===== config.mk =====
export PLATFORM = sky130hd
export DESIGN_NAME = shifter_seq
export DESIGN_NICKNAME = d
export VERILOG_FILES = /design/src/rtl/shifter_seq.sv
export SDC_FILE = /design/constraint.sdc
export NUM_CORES = 1
export LEC_CHECK = 0
export BUFFER_PORTS_ARGS = -buffer_cell sky130_fd_sc_hd__buf_2
export CAP_MARGIN = 20
export CORE_AREA = 2 2 45 64
export CTS_CLUSTER_DIAMETER = 150
export DETAILED_ROUTE_END_ITERATION = 7
export DIE_AREA = 0 0 47 66
export PLACE_DENSITY = 0.78
export SLEW_MARGIN = 20
export SYNTH_ARGS = -nofsm -noshare
export SYNTH_HDL_FRONTEND = slang
export SYNTH_SLANG_ARGS = --single-unit

===== constraint.sdc =====
create_clock -name clk -period 1.51 [get_ports clk]
set_input_delay 0.302 -clock clk [delete_from_list [all_inputs] [get_ports clk]]
set_output_delay 0.302 -clock clk [all_outputs]
set_load 0.01 [all_outputs]

===== src/rtl/shifter_seq.sv =====
// -----------------------------------------------------------------------------
// shifter_seq
//   Multi-cycle shifter between the ALU result and the bus driver. It accepts
//   an operand, an operation and a shift amount through a valid/ready handshake.
//   It then shifts the operand one bit position per clock and presents the
//   registered result through a second valid/ready handshake.
//
//   Operations (shift_operation):
//     000 pass, 001 SLL, 010 SRL, 011 ROL, 100 SRA, 101 ROR, 11x pass
//
//   Build option:
//     SHIFTER_CARRY_EN - adds out_carry, which holds the last bit shifted out.
//
// Ports
//   clk              clock, all logic on the rising edge
//   rst              synchronous active-high reset
//   in_valid         operand/op/amount presented
//   in_ready         ready to accept (IDLE only)
//   from_alu         operand, WIDTH bits
//   shift_operation  operation code, 3 bits
//   shift_amount     positions to shift, 0..WIDTH-1
//   to_bus           registered result
//   out_valid        result valid (DONE only)
//   out_ready        consumer accepts the result
//   busy             high in SHIFT or DONE
//   out_carry        last bit shifted out (SHIFTER_CARRY_EN only)
// -----------------------------------------------------------------------------
module shifter_seq #(
    parameter int WIDTH = 8
) (
    input  logic                       clk,
    input  logic                       rst,
    input  logic                       in_valid,
    output logic                       in_ready,
    input  logic [WIDTH-1:0]           from_alu,
    input  logic [2:0]                 shift_operation,
    input  logic [$clog2(WIDTH)-1:0]   shift_amount,
    output logic [WIDTH-1:0]           to_bus,
    output logic                       out_valid,
    input  logic                       out_ready,
`ifdef SHIFTER_CARRY_EN
    output logic                       out_carry,
`endif
    output logic                       busy
);

    localparam int SHAMT_W = $clog2(WIDTH);

    localparam logic [1:0] ST_IDLE  = 2'b00;
    localparam logic [1:0] ST_SHIFT = 2'b01;
    localparam logic [1:0] ST_DONE  = 2'b10;

    localparam logic [2:0] OP_PASS = 3'b000;
    localparam logic [2:0] OP_SLL  = 3'b001;
    localparam logic [2:0] OP_SRL  = 3'b010;
    localparam logic [2:0] OP_ROL  = 3'b011;
    localparam logic [2:0] OP_SRA  = 3'b100;
    localparam logic [2:0] OP_ROR  = 3'b101;

    localparam logic [SHAMT_W-1:0] CNT_ZERO = SHAMT_W'(0);
    localparam logic [SHAMT_W-1:0] CNT_ONE  = SHAMT_W'(1);

    // One single-bit step of the latched operation.
    function automatic logic [WIDTH-1:0] step_f(input logic [2:0] op,
                                                input logic [WIDTH-1:0] d);
        case (op)
            OP_SLL:  step_f = {d[WIDTH-2:0], 1'b0};
            OP_SRL:  step_f = {1'b0, d[WIDTH-1:1]};
            OP_SRA:  step_f = {d[WIDTH-1], d[WIDTH-1:1]};
            OP_ROL:  step_f = {d[WIDTH-2:0], d[WIDTH-1]};
            OP_ROR:  step_f = {d[0], d[WIDTH-1:1]};
            default: step_f = d;
        endcase
    endfunction

`ifdef SHIFTER_CARRY_EN
    // Bit leaving the word on one step: the MSB for left ops, the LSB for right ops.
    function automatic logic shifted_out_f(input logic [2:0] op,
                                           input logic [WIDTH-1:0] d);
        case (op)
            OP_SLL, OP_ROL:         shifted_out_f = d[WIDTH-1];
            OP_SRL, OP_SRA, OP_ROR: shifted_out_f = d[0];
            default:                shifted_out_f = 1'b0;
        endcase
    endfunction
`endif

    logic [1:0]         state_q,  state_d;
    logic [WIDTH-1:0]   data_q,   data_d;
    logic [SHAMT_W-1:0] cnt_q,    cnt_d;
    logic [2:0]         op_q,     op_d;
    logic               is_pass_s;
`ifdef SHIFTER_CARRY_EN
    logic               carry_q,  carry_d;
`endif

    // Pass codes are 000 and 11x; they never enter SHIFT.
    assign is_pass_s = (shift_operation == OP_PASS) || (shift_operation[2:1] == 2'b11);

    // Next-state and datapath decode for the IDLE -> SHIFT -> DONE -> IDLE sequence.
    always_comb begin
        state_d = state_q;
        data_d  = data_q;
        cnt_d   = cnt_q;
        op_d    = op_q;
`ifdef SHIFTER_CARRY_EN
        carry_d = carry_q;
`endif
        case (state_q)
            ST_IDLE: begin
                if (in_valid) begin
                    data_d = from_alu;
                    op_d   = shift_operation;
                    cnt_d  = shift_amount;
`ifdef SHIFTER_CARRY_EN
                    carry_d = 1'b0;
`endif
                    if (is_pass_s || (shift_amount == CNT_ZERO)) begin
                        state_d = ST_DONE;
                    end else begin
                        state_d = ST_SHIFT;
                    end
                end else begin
                    state_d = ST_IDLE;
                end
            end
            ST_SHIFT: begin
                data_d = step_f(op_q, data_q);
                cnt_d  = cnt_q - CNT_ONE;
`ifdef SHIFTER_CARRY_EN
                carry_d = shifted_out_f(op_q, data_q);
`endif
                // cnt holds the steps still to do, including this one.
                if (cnt_q == CNT_ONE) begin
                    state_d = ST_DONE;
                end else begin
                    state_d = ST_SHIFT;
                end
            end
            ST_DONE: begin
                // The result stays put until the consumer takes it.
                if (out_ready) begin
                    state_d = ST_IDLE;
                end else begin
                    state_d = ST_DONE;
                end
            end
            default: begin
                state_d = ST_IDLE;
            end
        endcase
    end

    // State and datapath registers; reset discards any operation in flight.
    always_ff @(posedge clk) begin
        if (rst) begin
            state_q <= ST_IDLE;
            data_q  <= '0;
            cnt_q   <= CNT_ZERO;
            op_q    <= OP_PASS;
`ifdef SHIFTER_CARRY_EN
            carry_q <= 1'b0;
`endif
        end else begin
            state_q <= state_d;
            data_q  <= data_d;
            cnt_q   <= cnt_d;
            op_q    <= op_d;
`ifdef SHIFTER_CARRY_EN
            carry_q <= carry_d;
`endif
        end
    end

    assign to_bus    = data_q;
    assign in_ready  = (state_q == ST_IDLE);
    assign out_valid = (state_q == ST_DONE);
    assign busy      = (state_q == ST_SHIFT) || (state_q == ST_DONE);
`ifdef SHIFTER_CARRY_EN
    assign out_carry = carry_q;
`endif

endmodule


==> Word level (Yosys, flattened, before mapping) <==
Cells that the tools add are included.
{ "totals": {"ff_bits": 16, "inputBits": 18, "out_inout_bits": 11} }
{ "classes": {"add_sub_neg": 1, "eq_ne": 13, "mux": 10, "n_reduce_logical": 11} }
{ "ops": {"columns": ["op", "count"], "rows": [
  ["8-bit case mux with 5 select lines", 1],
  ["8-bit case mux with 2 select lines", 1],
  ["2-bit 2-to-1 mux", 4],
  ["8-bit 2-to-1 mux", 1],
  ["3-bit by 1-bit == test with 1-bit output, second input constant", 2],
  ["3-bit by 2-bit == test with 1-bit output, second input constant", 2],
  ["3-bit == test, second input constant", 2],
  ["3-bit logical NOT", 2],
  ["6-bit by 1-bit inequality test with 1-bit output, second input constant", 1],
  ["2-bit case mux with 3 select lines", 1],
  ["3-bit case mux with 2 select lines", 1],
  ["5-bit by 1-bit inequality test with 1-bit output, second input constant", 1],
  ["2-bit == test, second input constant", 2],
  ["2-bit inequality test, second input constant", 2],
  ["2-bit AND reduction", 2],
  ["4-bit AND reduction", 1],
  ["1-bit logical OR", 3],
  ["3-bit 2-to-1 mux", 1],
  ["3-bit AND reduction", 1],
  ["3-bit by 1-bit subtractor with 3-bit output, second input constant", 1],
  ["2-bit by 1-bit == test with 1-bit output, second input constant", 1],
  ["2-bit logical NOT", 1],
  ["2-bit nonzero test", 1]
]} }

==> Longest topological paths before layout <==
Gate-level depths: netlist (run 1).
{ "logic_depth": {"depth_word": 6, "mapped_depth": 7} }

==> Worst setup path after synthesis (run 1) <==
Ideal clock, no wire load.
{ "synth_timing": {"path_kind": "reg-to-reg", "from": "reg state_q[0]", "to": "reg data_q[4], in the netlist to_bus[4]", "setup_time_ps": 96, "t_arrival_ps": 1486, "required_time_ps": 1414, "setup_slack_ps": -71, "path_stages_with_launch": 7, "synth_period_minus_slack_ps": 1581, "cell_sequence": "dfxtp_1 inv_1 ha_1 mux2_4 nand3_4 buf_12 o41ai_2"} }
{ "synth_between": {"elab_chain_cells": 3, "word_cells_on_any_way": 7, "cone_classes": "eq/ne (3); mux (1); reduce/logical (3)"} }
{ "synth_rtl": {"columns": ["element", "line_no", "text"], "rows": [
  ["from (decl)", "88", "logic [1:0] state_q, state_d;"],
  ["from (signal assigned)", "165", "state_q <= state_d;"],
  ["2-bit logical NOT (*)", null, null],
  ["named net in_ready", "34", "output logic in_ready,"],
  ["2-bit inequality test (no source line) or 2-bit nonzero test (tied branches)", null, null],
  ["3-bit AND reduction (no source line)", null, null],
  ["to (signal assigned)", "166", "data_q <= data_d;"],
  ["to (decl)", "89", "logic [WIDTH-1:0] data_q, data_d;"]
]} }
Mark *: on every way through the listed nets, which the timed path passes. The rest lies on a longest branch.
A chain may end at the register's enable or synchronous reset.

==> Worst setup path after layout (run 1) <==
{ "layout_timing": {"from": "reg state_q[0]", "to": "reg data_q[4], in the netlist to_bus[4]"} }
{ "layout_between": {"elab_chain_cells": 3, "word_cells_on_any_way": 7, "cone_classes": "eq/ne (3); mux (1); reduce/logical (3)"} }
{ "layout_rtl": {"columns": ["element", "line_no", "text"], "rows": [
  ["2-bit by 1-bit == test with 1-bit output or 2-bit logical NOT (tied branches)", "109", "case (state_q)"],
  ["6-bit by 1-bit inequality test with 1-bit output (no source line), or another cell as far along", null, null],
  ["3-bit AND reduction (no source line)", null, null]
]} }
Several ways; a longest one is shown, not always the timed one.

==> results of run 1 <==
cell families (layout without fill, tap and decap cells):
| kind of cell | count (synthesis) | after routing | synth area share, % |
|---|---|---|---|
| mux | 11 | 11 | 10.5 |
| flops | 16 | 16 | 27.7 |
| compound gates | 42 | 42 | 26.9 |
| simple gates | 44 | 45 | 21.5 |
| fa+ha+maj | 6 | 6 | 6.49 |
| buf+inv | 15 | 53 | 6.82 |
metal layers:
layer  up-vias  part of all wire [%]  track usage [%]
met5         -                     0                0
met4         0                   2.1             10.8
met3         5                   4.6             1.64
met2        49                    53             39.2
met1       569                    40             23.0
li1        578                     -                -
sequential cells by signal, summed over array words and instances (netlist names):
signal,flops
to_bus,8
cnt_q,3
op_q,3
state_q,2
where the power goes:
group / switching (W) / internal, W / total [W] / leakage [nW]
clock network: 0.000145 / 0.0000931 / 0.000238 / 0.0138
logic: 0.000292 / 0.000270 / 0.000563 / 0.514
registers: 0.0000662 / 0.000474 / 0.000540 / 0.133
total: 0.000504 / 0.000837 / 0.00134 / 0.661
cell usage in the layout (no fill, tap or decap), types with 2 or more instances in the layout:
cell	count
sky130_fd_sc_hd__inv_2	2
sky130_fd_sc_hd__dfxtp_1	13
sky130_fd_sc_hd__buf_6	3
sky130_fd_sc_hd__nor2_1	12
sky130_fd_sc_hd__a21oi_1	11
sky130_fd_sc_hd__nand3b_1	6
sky130_fd_sc_hd__nand3_1	3
sky130_fd_sc_hd__nand2_1	9
sky130_fd_sc_hd__a221oi_2	2
sky130_fd_sc_hd__dfxtp_2	2
sky130_fd_sc_hd__buf_2	28
sky130_fd_sc_hd__ha_1	4
sky130_fd_sc_hd__o21ai_0	10
sky130_fd_sc_hd__mux2i_1	5
sky130_fd_sc_hd__clkbuf_4	3
sky130_fd_sc_hd__nand2b_1	2
sky130_fd_sc_hd__nor3_1	4
sky130_fd_sc_hd__o2bb2ai_1	2
sky130_fd_sc_hd__o41ai_4	2
sky130_fd_sc_hd__o41ai_2	4
sky130_fd_sc_hd__mux2_1	3
sky130_fd_sc_hd__nand3_2	2
sky130_fd_sc_hd__mux2_2	2
sky130_fd_sc_hd__buf_4	12
sky130_fd_sc_hd__a211oi_1	3
sky130_fd_sc_hd__inv_1	5
area by class of cell:
cell class | instances | area (um^2) | area share [%]
multi-input combinational | 104 | 843 | 55.2
sequential | 16 | 327 | 21.4
timing repair buffer | 43 | 264 | 17.3
tap | 36 | 45.0 | 2.95
inverter | 7 | 26.3 | 1.72
clock buffer | 3 | 22.5 | 1.47
per-stage QoR:
step,setup TNS (ps),cell area [um^2]
3_5_place_dp,-828,1380
4_1_cts,-77.2,1460
5_1_grt,-519,1530
2_1_floorplan,0,1160
6_report,-70.4,1530
3_3_place_gp,-288,1380
repair_timing:
action,CTS,global route
endpoints found under the hold margin,0,0
endpoints found under the setup margin,9,11
cloned,1,0
pin swaps,2,3
resized for setup,10,9
setup buffers,1,2
critical path: cells and delay by family (launching register included):
family,cells,cell delay (ps)
adder cells (fa/ha/maj),1,190
flip-flops,1,390
multiplexers,1,230
AND/OR/NAND/NOR,1,100
buffers and inverters,2,220
AO/OA/AOI/OAI,1,310
final timing paths:
path	startpoint	to	depth (start not counted)
max	state_q[0]	to_bus[4]	6
max reg2reg	state_q[0]	to_bus[4]	6
min	shift_operation[0]	op_q[0]	3
min reg2reg	to_bus[1]	to_bus[1]	2
==> out/summary.md, run 1 <==
• 199 — number of nets at the end of the flow
• 653 MHz — Fmax
• 1201 — via count of the routed design
• 64.9% — worst-case headroom to the max-slew limit
• sky130_fd_sc_hd__dfxtp_1 — most frequently used flop master after synthesis
• 0.00134 W — Final Power
• 22 — number of rows in the core area
• 0 — total of max-cap violations
• flip-flop — kind of start point of the critical path
• reg2reg — Setup CP Type
• 41.6% — fraction of final layout cells sized beyond drive strength 1
• -21.4 ps — worst path setup slack after routing
• finished with violations — outcome
• 29 — I/O pins
• 0 — final hold viol count
• sky130_fd_sc_hd__dfxtp_1 — most common cell in the synthesized netlist
• 4.94 mm — first-pass GRT wire length
• 21.5% — GRT Resource Usage Total
• 41 — number of different library cells in the post-synthesis netlist
• 478 uV — worst voltage drop across the vdd grid
• 878 nW/um^2 — total power divided by cell area
• 4 — length of the first detailed-routing pass in iterations
• 2 — Max Root-Sink Buffers
• 0 — number of flops mapped to enable cells by yosys
• flip-flop — kind of end point of the critical path
• 2530 um^2 — Core Area
• 28 — port bufs
• 1133 — vias in the first global route
• 16 — count of state elements after synthesis
• 0.661 nW — leakage
• 202 — number of instances in the placed design
• 0 — warnings from Yosys
• 1720 ps — critical path data required time
• -137 ps — Worst Setup Slack post-DPL
• 244 — fillers
• 158 — number of nets in the synthesized netlist
• 3100 um^2 — Die Outline Area
• 390 ps — delay of the slowest cell on the worst path
• 27.7% — area fraction of the dominant cell type after synthesis
• 15.2 um — DR WL/cell
• 209 — final std cells w/o fill
• 5 — maximum fanout count along the critical path
• 47 um — die width
• yes — setup repair after global routing missed its margin
• sky130_fd_sc_hd__dfxtp_1, sky130_fd_sc_hd__nor2_1, sky130_fd_sc_hd__a21oi_1 — most frequent cells after synthesis
• 0.809 — placer's final routability congestion estimate
• 526 ps — transition time at the pin with the least slew margin
• 300 ps — insertion delay to the later sink of the worst-skew pair
• 23 — largest net degree at the start of global routing
• 60.3% — final standard cell utilization of the core
• sky130_fd_sc_hd__dfxtp_1, sky130_fd_sc_hd__ha_1, sky130_fd_sc_hd__a21oi_1 — Synth area leaders
• 3 — clock buffers created by TritonCTS
• 32.1% — area grow syn2layout
• sky130_fd_sc_hd__dfxtp_1 — Yosys top cell by area
• 66 um — die span in y
• 1750 ps — data arrival at the endpoint of the critical path
• 45.7% — effective utilization at floorplan
• 0 — number of antenna-violating nets in the routed design
• 3.18 mm — Routed WL
• in2reg — hold crit path type
• inv_2 -> ha_2 -> mux2_4 -> nand3_4 -> buf_4 -> o41ai_4 — worst-path cell chain
• sky130_fd_sc_hd__dfxtp_4 — library cell contributing the largest single delay on the critical path
• 10.1 ps — final worst clock skew
• 134 — Cells after Synth
• 1 — H-Tree Level Count
• 5.75 — DR vias/cell
• 27.7% — register area share after synthesis
• 8.63 um^2 — mean instance size in the synthesized netlist
• 1530 ps — Final Critical Period
• 272 ps — worst hold margin
• 0 — number of antenna violations at the first check in global routing
• 0 — antenna diode count
• 1160 um^2 — synthesized cell area
• 0 — cts hold-fix bufs
• -20 ps — setup slack, reg-to-reg
• 0% — fraction of registers with async set/reset
• 100 ps — clock slew at the register clock pins of the worst setup and hold paths
• 16 — CTS sink cnt
• 0 — final-report max-slew violation count
• 0 — DRC violation count after routing
• 0 — total gr overflow
• negative setup slack — failing checks
• 6 — count of final setup violators
• 2.16 mm — half-perimeter wire length after placement
• 101% — crit share post-route
• 27 — count of routing violations after the opening detailed-route iteration
• built — clock tree from TritonCTS
• sky130_fd_sc_hd__clkbuf_4 — CTS Root Buffer Type
No activity file was read; power rests on OpenSTA's default activity.
==> run 2, diff against run 1 <==
- CAP_MARGIN: 20 -> 40
- PLACE_DENSITY: 0.78 -> 0.81
==> run 2 against run 1 <==
Cell area grew 1.4%. Clock skew is essentially flat. Combinational power grew 2%. Sequential power is essentially flat. Routed wire length shrank 1.2%. Maximum frequency shrank 2.2%. First-iteration DRC count shrank 19%. Highest routed layer unchanged. Sequential cell count is the same. Sequential share of layout area shrank 0.37 points. Critical endpoint unchanged. Critical path type unchanged. The run still ends with negative setup slack left.
==> out/summary.md, run 2 (synthesized netlist as in run 1, its figures left out) <==
• 0 — final hold viol count
• 0 — antenna diode count
• 4.89 mm — first-pass GRT wire length
• 0 — DRC violation count after routing
• 0 — final-report max-slew violation count
• in2reg — hold crit path type
• 467 ps — transition time at the pin with the least slew margin
• 212 — final std cells w/o fill
• 1780 ps — data arrival at the endpoint of the critical path
• 0.662 nW — leakage
• 68.9% — worst-case headroom to the max-slew limit
• 0.000501 W — net switching power
• 0 — total of max-cap violations
• 104% — crit share post-route
• 201 — number of nets at the end of the flow
• 0.000901 W — internal power of the cells
• 3100 um^2 — Die Outline Area
• finished with violations — outcome
• 61.2% — final standard cell utilization of the core
• to_bus[4] — capturing point of the worst reg2reg path
• 22 — count of routing violations after the opening detailed-route iteration
• 0 — total gr overflow
• 38.3% — Flop pwr share
• 20.9% — clock network power share
• met4 — Top Metal Used
• 21.7% — GRT Resource Usage Total
• 7 — count of final setup violators
• sky130_fd_sc_hd__clkbuf_4 — CTS Root Buffer Type
• 2.21 mm — half-perimeter wire length after placement
• 23 — largest net degree at the start of global routing
• 1410 um^2 — area of placed instances
• sky130_fd_sc_hd__buf_2, sky130_fd_sc_hd__dfxtp_1, sky130_fd_sc_hd__buf_4 — commonest cells after routing, fill and taps aside
• 4 — length of the first detailed-routing pass in iterations
• 1.71 mm — metal2 WL
• 3 — clock buffers created by TritonCTS
• flip-flop — kind of end point of the critical path
• 0.770 — placer's final routability congestion estimate
• 28 — port bufs
• 16 — CTS sink cnt
• 1221 — via count of the routed design
• 66 um — die span in y
• 123 um — metal3 WL
• 47 um — die width
• 204 — number of instances in the placed design
• 35.8% — switching share of total power
• sky130_fd_sc_hd__buf_2 — leading cell type in the layout, fill and taps excluded
• -60 ps — setup slack, reg-to-reg
• 0 — cts hold-fix bufs
• 34.0% — area grow syn2layout
• 905 nW/um^2 — total power divided by cell area
• reg2reg — Setup CP Type
• -162 ps — Worst Setup Slack post-DPL
• 6 — maximum fanout count along the critical path
• 2530 um^2 — Core Area
• state_q[0] — timing startpoint of the critical path
• 100 ps — clock slew at the register clock pins of the worst setup and hold paths
• 40.8% — logic gate share of total power
• flip-flop — kind of start point of the critical path
• built — clock tree from TritonCTS
• 8 — Largest register FFs
• 14.8 um — DR WL/cell
• 22 — number of rows in the core area
• -56.1 ps — worst path setup slack after routing
• 325 um^2 — area taken by flip-flops and latches
• 0 — number of antenna-violating nets in the routed design
• 1.25 mm — metal1 wirelength
• 645 uV — worst voltage drop across the vdd grid
• 1720 ps — critical path data required time
• 239 — fillers
• 1 — H-Tree Level Count
• 45.7% — effective utilization at floorplan
• negative setup slack — failing checks
• 1550 um^2 — finished layout cell area
• yes — setup repair after global routing missed its margin
• 2 — Max Root-Sink Buffers
• 9.86 ps — final worst clock skew
• 29 — I/O pins
• state_q[0] — launch point of the worst reg-to-reg path
• 6 — number of cells traversed by the worst register-to-register path
• 1105 — vias in the first global route
• 825 um^2 — multi-input gate area in the final layout
• 5.76 — DR vias/cell
• 3.15 mm — Routed WL
• to_bus[4] — Critical Path Sink
• 300 ps — insertion delay to the later sink of the worst-skew pair
• 42.6% — fraction of final layout cells sized beyond drive strength 1
• 0 — number of antenna violations at the first check in global routing
• 639 MHz — Fmax
• 1570 ps — Final Critical Period
• 0.00140 W — Final Power
run 2: per-layer routing:
metal | up-vias | global-route usage (%)
li1 | 586 | -
met1 | 597 | 25.6
met3 | 5 | 3.01
met4 | 0 | 10.4
met5 | - | 0
met2 | 33 | 36.5
run 2: worst min path at each step:
stage	start	depth (start not counted)	slack, ps	end
CTS	shift_operation[0]	3	260	op_q[0]
finish	shift_operation[0]	3	270	op_q[0]
global route	shift_operation[0]	3	260	op_q[0]
global placement	cnt_q[1]	2	490	cnt_q[1]
detailed placement	cnt_q[1]	2	510	cnt_q[1]
floorplan	rst	1	400	to_bus[2]
run 2: repair_timing:
action                     CTS  global route
resized for setup           10             8
setup endpoints to repair    9            12
hold endpoints to repair     0             0
pin swaps                    4             0
buffers inserted             2             1
cloned                       1             0
run 2: layout make-up:
type,instances,area share (%)
multi-input cells,104,53.2
clock buffers,4,2.34
flip-flops and latches,16,21.0
inverters,7,1.70
repair buffers,45,18.8
well taps,36,2.91
run 2: metrics by stage:
step           setup TNS (ps)  hold WS, ps
2_1_floorplan               0          404
3_3_place_gp             -176          489
3_5_place_dp             -742          509
4_1_cts                  -278          259
5_1_grt                 -1010          263
6_report                 -326          266
run 2: critical path: stages (launching register included):
cell and delay (ps):
sky130_fd_sc_hd__dfxtp_4 390, sky130_fd_sc_hd__inv_2 50, sky130_fd_sc_hd__ha_2 190, sky130_fd_sc_hd__mux2_4 240, sky130_fd_sc_hd__nand3_2 160, sky130_fd_sc_hd__buf_4 170, sky130_fd_sc_hd__o41ai_2 290
run 2: power by group through the flow:
stage          logic (W)  registers [W]  clock network [W]
2_1_floorplan   0.000324       0.000540                  0
3_3_place_gp    0.000479       0.000535                  0
3_5_place_dp    0.000507       0.000540                  0
4_1_cts         0.000543       0.000534           0.000306
5_1_grt         0.000630       0.000545           0.000324
6_report        0.000573       0.000537           0.000293
==> run 3, diff against run 2 <==
- PLACE_DENSITY: 0.81 -> 0.7
==> run 3 against run 2 <==
The flow still finishes with violations (negative setup slack). Critical path depth unchanged. Sequential cell count did not move. First-iteration DRC count stayed put. Largest cell class unchanged. Critical path type unchanged.
==> out/summary.md, run 3 (synthesized netlist as in run 1, its figures left out) <==
• 5.38 — DR vias/cell
• reg2reg — Setup CP Type
• 1750 ps — data arrival at the endpoint of the critical path
• 0 — DRC violation count after routing
• 0 — antenna diode count
• 888 nW/um^2 — total power divided by cell area
• 0 — total gr overflow
• 2530 um^2 — Core Area
• sky130_fd_sc_hd__buf_2, sky130_fd_sc_hd__dfxtp_1, sky130_fd_sc_hd__buf_4 — commonest cells after routing, fill and taps aside
• flip-flop — kind of start point of the critical path
• 439 ps — transition time at the pin with the least slew margin
• 1540 ps — Final Critical Period
• 649 MHz — Fmax
• 0.668 nW — leakage
• built — clock tree from TritonCTS
• 0 — final hold viol count
• 0 — number of antenna violations at the first check in global routing
• 0.799 — placer's final routability congestion estimate
• 0 — final-report max-slew violation count
• 4.60 mm — first-pass GRT wire length
• 1102 — vias in the first global route
• 34.5% — area grow syn2layout
• sky130_fd_sc_hd__buf_2 — leading cell type in the layout, fill and taps excluded
• 38.9% — Flop pwr share
• 528 uV — worst voltage drop across the vdd grid
• 22 — number of rows in the core area
• 20.2% — GRT Resource Usage Total
• 16 — CTS sink cnt
• 0 — cts hold-fix bufs
• 0 — total of max-cap violations
• 3 — clock buffers created by TritonCTS
• 45.7% — effective utilization at floorplan
• 5 — length of the first detailed-routing pass in iterations
• 2.03 mm — half-perimeter wire length after placement
• 2.83 mm — Routed WL
• 3100 um^2 — Die Outline Area
• 66 um — die span in y
• 5 — count of final setup violators
• 22 — count of routing violations after the opening detailed-route iteration
• 1151 — via count of the routed design
• negative setup slack — failing checks
• 1720 ps — critical path data required time
• 290 ps — insertion delay to the later sink of the worst-skew pair
• 28 — port bufs
• 102% — crit share post-route
• 29 — I/O pins
• 42.7% — fraction of final layout cells sized beyond drive strength 1
• 70.7% — worst-case headroom to the max-slew limit
• 266 ps — worst hold margin
• 20.7% — clock network power share
• sky130_fd_sc_hd__clkbuf_4 — CTS Root Buffer Type
• in2reg — hold crit path type
• 13.2 um — DR WL/cell
• 34.6% — switching share of total power
• -31.9 ps — worst path setup slack after routing
• flip-flop — kind of end point of the critical path
• yes — setup repair after global routing missed its margin
• 6 — number of cells traversed by the worst register-to-register path
• -112 ps — sum of negative setup slack
• 23 — largest net degree at the start of global routing
• finished with violations — outcome
• 6 — maximum fanout count along the critical path
• 0 — number of antenna-violating nets in the routed design
• 0.000478 W — net switching power
• 203 — number of nets at the end of the flow
• 8 — Largest register FFs
• 0.000904 W — internal power of the cells
• 40.5% — logic gate share of total power
• 90 ps — clock slew at the register clock pins of the worst setup and hold paths
• 47 um — die width
• 1 — H-Tree Level Count
• 2 — Max Root-Sink Buffers
• 1.12 ps — final worst clock skew
• 3 — Min-Delay Path Depth
-- run 3: critical path: stages (launching register included) --
cell and delay [ps]:
sky130_fd_sc_hd__dfxtp_2 340, sky130_fd_sc_hd__inv_2 70, sky130_fd_sc_hd__ha_4 150, sky130_fd_sc_hd__or4b_4 510
sky130_fd_sc_hd__nand3_4 130, sky130_fd_sc_hd__a21oi_1 70, sky130_fd_sc_hd__a221oi_2 200
-- run 3: power by group through the flow --
stage	Clock [W]	Sequential (W)	Combinational, W
3_5_place_dp	0	0.000542	0.000484
5_1_grt	0.000316	0.000545	0.000620
2_1_floorplan	0	0.000540	0.000324
4_1_cts	0.000297	0.000535	0.000542
3_3_place_gp	0	0.000537	0.000472
6_report	0.000285	0.000537	0.000559
-- run 3: final cells by class --
cell class              instances  area (um^2)
inverters                       7         30.0
flip-flops and latches         16          325
multi-input cells             104          817
clock buffers                   4         36.3
well taps                      36         45.0
repair buffers                 47          302
fillers                       240          977
-- run 3: what timing repair did --
action,in CTS,in global routing
gates resized for setup,14,5
pin swaps,6,3
endpoints found under the setup margin,10,13
buffers inserted,3,2
gates cloned,1,0
-- run 3: final timing paths --
kind	startpoint	endpoint	slack, ps
max reg2reg	state_q[1]	to_bus[1]	-30
min	shift_operation[0]	op_q[0]	270
max	state_q[1]	to_bus[1]	-30
min reg2reg	cnt_q[1]	cnt_q[1]	510
-- run 3: per-layer routing --
metal / vias up / GRT usage (%) / wire [um]
li1: 585 / - / -
met1: 538 / 22.4 / 1200
met2: 22 / 34.4 / 1510
met3: 6 / 3.01 / 68
met4: 0 / 11.8 / 55
met5: - / 0 / 0
-- run 3: metrics by stage --
stage          instances  util, %  total power, W  worst slack [ps]  area [um^2]
2_1_floorplan        134        -        0.000864              7.73         1160
3_3_place_gp         204     55.1         0.00101             -86.7         1400
3_5_place_dp         204     55.1         0.00103              -140         1400
4_1_cts              212     60.1         0.00137             -26.8         1520
5_1_grt              214     61.4         0.00148             -90.0         1560
6_report             214     61.4         0.00138             -31.9         1560
